[src/rtl/bomb_pkg.sv]
// Shared encodings for the bomb game: controller state values and wire-cut result codes.
// The display muxes import this package as well, so encodings change in one place only.
package bomb_pkg;

    typedef enum logic [1:0] {
        ST_HOME     = 2'd0,
        ST_ARMED    = 2'd1,
        ST_DEFUSED  = 2'd2,
        ST_EXPLODED = 2'd3
    } bomb_state_t;

    localparam logic [2:0] CUT_DEFUSE = 3'b101;
    localparam logic [2:0] CUT_WRONG  = 3'b111;
    localparam int         ELAPSED_W  = 16;

    function automatic logic is_terminal(input bomb_state_t s);
        return (s == ST_DEFUSED) || (s == ST_EXPLODED);
    endfunction

endpackage

[src/rtl/flash_seq.sv]
// Post-game blink sequencer: starts high, toggles every BLINK_MS ticks for FLASH_CYCLES
// half-periods, then settles on steady_level.
module flash_seq #(
    parameter int BLINK_MS     = 250,
    parameter int FLASH_CYCLES = 10
) (
    input  logic clk,
    input  logic reset,
    input  logic start,
    input  logic tick,
    input  logic steady_level,
    output logic flash
);

    localparam int TICK_W = $clog2(BLINK_MS + 1);
    localparam int HALF_W = $clog2(FLASH_CYCLES + 1);
    localparam logic [TICK_W-1:0] TICK_LAST = TICK_W'(BLINK_MS - 1);
    localparam logic [HALF_W-1:0] HALF_LAST = HALF_W'(FLASH_CYCLES - 1);
    localparam logic [HALF_W-1:0] HALF_DONE = HALF_W'(FLASH_CYCLES);

    logic [TICK_W-1:0] tick_cnt;
    logic [HALF_W-1:0] half_cnt;
    logic              active;
    logic              running;

    assign running = active && (half_cnt != HALF_DONE);

    always_ff @(posedge clk) begin
        if (reset) begin
            flash    <= 1'b0;
            tick_cnt <= '0;
            half_cnt <= '0;
            active   <= 1'b0;
        end else if (start) begin
            // A tick landing on the entry cycle already belongs to the first half-period.
            flash    <= 1'b1;
            tick_cnt <= TICK_W'(tick);
            half_cnt <= '0;
            active   <= 1'b1;
        end else if (running && tick) begin
            if (tick_cnt == TICK_LAST) begin
                tick_cnt <= '0;
                half_cnt <= half_cnt + HALF_W'(1);
                flash    <= (half_cnt == HALF_LAST) ? steady_level : ~flash;
            end else begin
                tick_cnt <= tick_cnt + TICK_W'(1);
            end
        end
    end

endmodule

[src/rtl/bomb_state_ctrl.sv]
// Top-level game controller: HOME / ARMED / DEFUSED / EXPLODED sequencing, terminal strobes,
// saturating time-in-play counter and the end-of-game flash.
module bomb_state_ctrl
    import bomb_pkg::*;
#(
    parameter int BLINK_MS     = 250,
    parameter int FLASH_CYCLES = 10
) (
    input  logic                 clk,
    input  logic                 reset,
    input  logic                 arm,
    input  logic                 tick_1khz,
    input  logic [2:0]           wire_cut,
    input  logic                 times_up,
    output logic [1:0]           state,
    output logic                 game_reset,
    output logic                 defuse_pulse,
    output logic                 explode_pulse,
    output logic                 flash,
    output logic [ELAPSED_W-1:0] elapsed_ms
);

    function automatic logic [ELAPSED_W-1:0] sat_inc(input logic [ELAPSED_W-1:0] v);
        return (v == '1) ? v : v + ELAPSED_W'(1);
    endfunction

    logic        arm_p0, tick_p0, times_up_p0;
    logic [2:0]  cut_p0;
    bomb_state_t state_q, state_d;
    logic        def_entry, exp_entry;
    logic        seq_flash;

    // Stage p0: every input is registered once; all decisions below use these copies.
    always_ff @(posedge clk) begin
        if (reset) begin
            arm_p0      <= 1'b0;
            tick_p0     <= 1'b0;
            times_up_p0 <= 1'b0;
            cut_p0      <= '0;
        end else begin
            arm_p0      <= arm;
            tick_p0     <= tick_1khz;
            times_up_p0 <= times_up;
            cut_p0      <= wire_cut;
        end
    end

    // Stage p1: state register plus the terminal strobes that coincide with it.
    always_ff @(posedge clk) begin
        if (reset) begin
            state_q       <= ST_HOME;
            defuse_pulse  <= 1'b0;
            explode_pulse <= 1'b0;
        end else begin
            state_q       <= state_d;
            defuse_pulse  <= def_entry;
            explode_pulse <= exp_entry;
        end
    end

    always_comb begin
        state_d = state_q;
        if (!arm_p0) begin
            state_d = ST_HOME;
        end else begin
            unique case (state_q)
                ST_HOME:
                    if (cut_p0 != CUT_DEFUSE && cut_p0 != CUT_WRONG && !times_up_p0)
                        state_d = ST_ARMED;
                ST_ARMED:
                    if (cut_p0 == CUT_DEFUSE)
                        state_d = ST_DEFUSED;
                    else if (cut_p0 == CUT_WRONG || times_up_p0)
                        state_d = ST_EXPLODED;
                default: state_d = state_q;
            endcase
        end
    end

    always_comb begin
        state      = state_q;
        game_reset = (state_q == ST_HOME);
        def_entry  = (state_d == ST_DEFUSED)  && (state_q != ST_DEFUSED);
        exp_entry  = (state_d == ST_EXPLODED) && (state_q != ST_EXPLODED);
        flash      = is_terminal(state_q) ? seq_flash : 1'b0;
    end

    // Counts only in ARMED; the entry cycle's tick belongs to ARMED, terminal states freeze it.
    always_ff @(posedge clk) begin
        if (reset) begin
            elapsed_ms <= '0;
        end else if (state_d == ST_ARMED) begin
            if (state_q != ST_ARMED)
                elapsed_ms <= ELAPSED_W'(tick_p0);
            else if (tick_p0)
                elapsed_ms <= sat_inc(elapsed_ms);
        end else if (state_d == ST_HOME) begin
            elapsed_ms <= '0;
        end
    end

    flash_seq #(
        .BLINK_MS    (BLINK_MS),
        .FLASH_CYCLES(FLASH_CYCLES)
    ) u_flash_seq (
        .clk         (clk),
        .reset       (reset),
        .start       (def_entry || exp_entry),
        .tick        (tick_p0),
        .steady_level(state_q == ST_DEFUSED),
        .flash       (seq_flash)
    );

endmodule

[config.mk]
export PLATFORM = sky130hd
export DESIGN_NAME = bomb_state_ctrl
export DESIGN_NICKNAME = d
export VERILOG_FILES = /design/src/rtl/bomb_pkg.sv /design/src/rtl/flash_seq.sv /design/src/rtl/bomb_state_ctrl.sv
export SDC_FILE = /design/constraint.sdc
export NUM_CORES = 1
export LEC_CHECK = 0
export CORE_MARGIN = 3
export CORE_UTILIZATION = 30
export DETAILED_ROUTE_END_ITERATION = 8
export PLACE_DENSITY = 0.59
export SLEW_MARGIN = 20
export SYNTH_ARGS = -nofsm -noshare
export SYNTH_HDL_FRONTEND = slang
export SYNTH_SLANG_ARGS = --single-unit
[constraint.sdc]
create_clock -name clk -period 5.1 [get_ports clk]
set_input_delay 1.02 -clock clk [delete_from_list [all_inputs] [get_ports clk]]
set_output_delay 1.02 -clock clk [all_outputs]
set_load 0.05 [all_outputs]
==> impl_results.rst <==
.. list-table::
   :header-rows: 1

   * - Metric
     - Value
   * - I/O pin cnt
     - 30
   * - Worst reg-to-reg setup slack
     - about 2.8 ns
   * - Number of design-rule violations left by the first detailed-router iteration
     - a little under 90
   * - Weighted congestion reported at the end of routability-driven placement
     - just over 0.7
   * - Sort of element at the end of the critical path
     - primary output
   * - Number of cells on the worst reg-to-reg path
     - 6
   * - Global-route wire length before repair
     - 7120 µm
   * - Average routed wire per standard cell
     - around 12 µm
   * - Primary FF master, synth
     - sky130_fd_sc_hd__dfxtp_1
   * - Setup repair after global routing missed its margin
     - no
   * - Number of buffers created by CTS
     - 5
   * - Slew Limit Headroom
     - between 50% and 60%
   * - Reported leakage power
     - 0.768 nW
   * - Number of DRC violations after detailed routing
     - 0
   * - CTS hold repair buffers
     - 0
   * - Overall routed net length
     - roughly 4100 µm
   * - Run status
     - complete, no violations
   * - M1 wire length
     - 2050 µm
   * - Tightest Hold Check Type
     - flop to flop
   * - Share of total power in combinational logic
     - under 10%
   * - Number of nets produced by synthesis
     - roughly 230
   * - Fin nets
     - 266
   * - Net switching power
     - 0.124 mW
   * - Minimum period implied by the final worst setup slack
     - approximately 2.8 ns
   * - Period Utilization, post-route
     - a little over half
   * - Effective utilization at floorplan
     - approximately a third
   * - Top fanout value on the critical path
     - 11
   * - Global route overflow
     - 0
   * - Pre-antenna DRT Iters
     - 4
   * - Most used cells in the layout excluding fill and tap cells
     - 40 x sky130_fd_sc_hd__dfxtp_1, 29 x sky130_fd_sc_hd__clkdlybuf4s50_1, 25 x sky130_fd_sc_hd__nor2_1
   * - Postcts setup bufs
     - 0
   * - Max-slew violation total from the final report
     - 0
   * - Final-report setup violation count
     - 0
   * - Number of distinct standard cells referenced by the synthesized netlist
     - 41
   * - Die Outline Area
     - between 7000 and 8000 µm²
   * - Clock transition at the registers of the reported paths
     - 0.07 ns
   * - Placeable core region
     - 6030 µm²
   * - Startpoint class of the critical path
     - flop
   * - Master cell of the clock root buffer
     - sky130_fd_sc_hd__clkbuf_8
   * - Worst endpoint data arrival time
     - between 1.5 and 2 ns
   * - Clock tree from TritonCTS
     - yes
   * - Final-report hold violation count
     - 0
   * - Synthesis Warnings
     - 0
   * - CP Capture Point
     - flash
   * - Share of the yosys chip area belonging to registers
     - a little over two fifths
   * - Most common cell after layout, fill and taps aside
     - sky130_fd_sc_hd__dfxtp_1
   * - Die outline height
     - ~86 µm
   * - Post-synthesis instance area
     - 1900 µm²
   * - Std cell rows
     - 28
   * - Reg power frac
     - approximately three fifths
   * - Post-Synthesis Mean Instance Area
     - approximately 8.7 µm²
   * - Final WS setup
     - 2.30 ns
   * - Required time worst endpoint
     - ~4.1 ns
   * - Global-route usage over all layers
     - about an eighth
   * - Final standard cell area without fillers
     - ~2300 µm²
   * - Switching power share of the total
     - about 23%
   * - Beginning of the critical path
     - state[1]$_SDFF_PP0_
   * - Async set-reset flop share out of synthesis
     - 0%
   * - Relative area change from synthesis to final layout
     - 22.4%
   * - Proportion of layout cells with a drive suffix above 1
     - slightly above 9%
   * - Worst vdd rail ir drop
     - 0.146 mV
   * - Met3 WL
     - between 200 and 250 µm
   * - Critical register-to-register path startpoint
     - elapsed_ms[0]$_SDFFE_PP0P_
   * - Power density of the placed cells
     - ~230 nW/µm²
   * - FF+latch count, synth
     - 40
   * - Total via count after detailed routing
     - 1629
   * - Routed wl met2
     - 1800 µm
   * - Pin count of the biggest net entering global routing
     - 25
   * - Via-to-Cell Ratio
     - 4.98
   * - Detailed placement HPWL
     - roughly 3000 µm
   * - Worst clock skew
     - about 0.0067 ns
   * - Place WS
     - between 2 and 2.5 ns
   * - Number of enable-type register cells in the synthesized netlist
     - 0
   * - Number of max-cap violations
     - 0
   * - Width of the chip
     - roughly 86 µm
   * - DP Area
     - around 2300 µm²
   * - Clock network latency to the later pin of the worst-skew pair
     - 0.29 ns
   * - Worst Max-Slew Pin Slew
     - between 0.7 and 0.8 ns
   * - Initial antenna violation count
     - 0
   * - Number of global-route vias before repair
     - around 1.5k
   * - Cell count after synthesis
     - 220
   * - Start-to-end type of the worst setup path
     - flop to primary output
   * - Uppermost layer routed
     - met4
   * - Power share of the clock group
     - 36.7%
   * - Number of instances on the worst hold path
     - 2
   * - Inserted Diodes
     - 0
   * - Max Buffers Root-to-Sink
     - 2
   * - Internal power
     - around 0.42 mW
   * - Number of nets with antenna violations after detailed routing
     - 0
   * - Top achievable clock speed
     - ~0.36 GHz
   * - CTS H-tree depth
     - 2
   * - Post-CTS resize count
     - 0
   * - Sinks on the clock net
     - 40
   * - Port Buffers
     - 29
   * - Total Neg Setup Slack
     - 0 ns
   * - Endpoint of the most critical register-to-register path
     - elapsed_ms[11]$_SDFFE_PP0P_
## through the flow
step	hold WS [ns]	power, mW	util (%)	std cells
after global routing	0.482	0.568	38.7	327
final	0.473	0.543	38.7	327
after global placement	0.459	0.351	37.4	320
after detailed placement	0.460	0.352	37.4	320
after floorplan	0.439	0.341	-	220
after CTS	0.473	0.553	38.7	327
## power groups by stage
stage          Clock (mW)  Sequential, mW  Combinational, mW
2_1_floorplan           0           0.327             0.0141
3_3_place_gp            0           0.326             0.0251
3_5_place_dp            0           0.326             0.0254
4_1_cts             0.209           0.319             0.0254
5_1_grt             0.220           0.319             0.0276
6_report            0.200           0.319             0.0250
## per-layer routing
layer,up-vias,global-route usage (%)
met3,3,4.13
li1,853,-
met5,-,0
met2,29,18.0
met4,0,2.16
met1,744,16.6
## worst max-delay path, cell delays in order (launching register included)
cell	delay (ns)
sky130_fd_sc_hd__dfxtp_1	0.50
sky130_fd_sc_hd__and2_1	0.19
sky130_fd_sc_hd__clkdlybuf4s50_1	0.81
## synth_stat cells (all sizes together), types with 4 or more instances
cell type / count / area [µm²]
nand2: 17 / 63.8
a21oi: 19 / 95.1
nor2b: 9 / 56.3
nand2b: 4 / 25.0
nand3: 11 / 55.1
or3: 8 / 58.8
o31ai: 4 / 30.0
ha: 6 / 75.1
xor2: 5 / 43.8
or4: 6 / 55.1
nand4: 8 / 56.3
dfxtp: 40 / 801
xnor2: 4 / 35.0
inv: 7 / 26.3
o21ai: 10 / 50.1
nor2: 25 / 93.8
nor3: 4 / 20.0
## state kept, by name, indices dropped and copies added (netlist names)
register and cells:
elapsed_ms 16, u_flash_seq.active 1, times_up_p0 1, u_flash_seq.half_cnt 4, state 2, u_flash_seq.flash 1, cut_p0 3, u_flash_seq.tick_cnt 8
defuse_pulse 1, explode_pulse 1, arm_p0 1, tick_p0 1
## cell families after synthesis
| kind of cell | count (synthesis) | synth area share, % |
|---|---|---|
| simple gates | 107 | 31.1 |
| compound gates | 46 | 15.1 |
| flops | 40 | 42.1 |
| buf+inv | 12 | 3.61 |
| xor+xnor | 9 | 4.14 |
| fa+ha+maj | 6 | 3.94 |
## worst min path at each step
stage,end,startpoint,slack [ns]
floorplan,u_flash_seq.active$_SDFFE_PP0P_,u_flash_seq.active$_SDFFE_PP0P_,0.44
global placement,u_flash_seq.active$_SDFFE_PP0P_,u_flash_seq.active$_SDFFE_PP0P_,0.46
detailed placement,u_flash_seq.active$_SDFFE_PP0P_,u_flash_seq.active$_SDFFE_PP0P_,0.46
CTS,u_flash_seq.active$_SDFFE_PP0P_,u_flash_seq.active$_SDFFE_PP0P_,0.47
global route,u_flash_seq.active$_SDFFE_PP0P_,u_flash_seq.active$_SDFFE_PP0P_,0.48
finish,u_flash_seq.active$_SDFFE_PP0P_,u_flash_seq.active$_SDFFE_PP0P_,0.47
## final cells by class
type / count / area (µm²)
Fill cell: 635 / 3690
Multi-Input combinational cell: 168 / 1030
Sequential cell: 40 / 801
Timing Repair Buffer: 30 / 298
Tap cell: 75 / 93.8
Clock buffer: 6 / 72.6
Inverter: 7 / 26.3
Clock inverter: 1 / 5.00
Power figures use the tool's default switching activity.
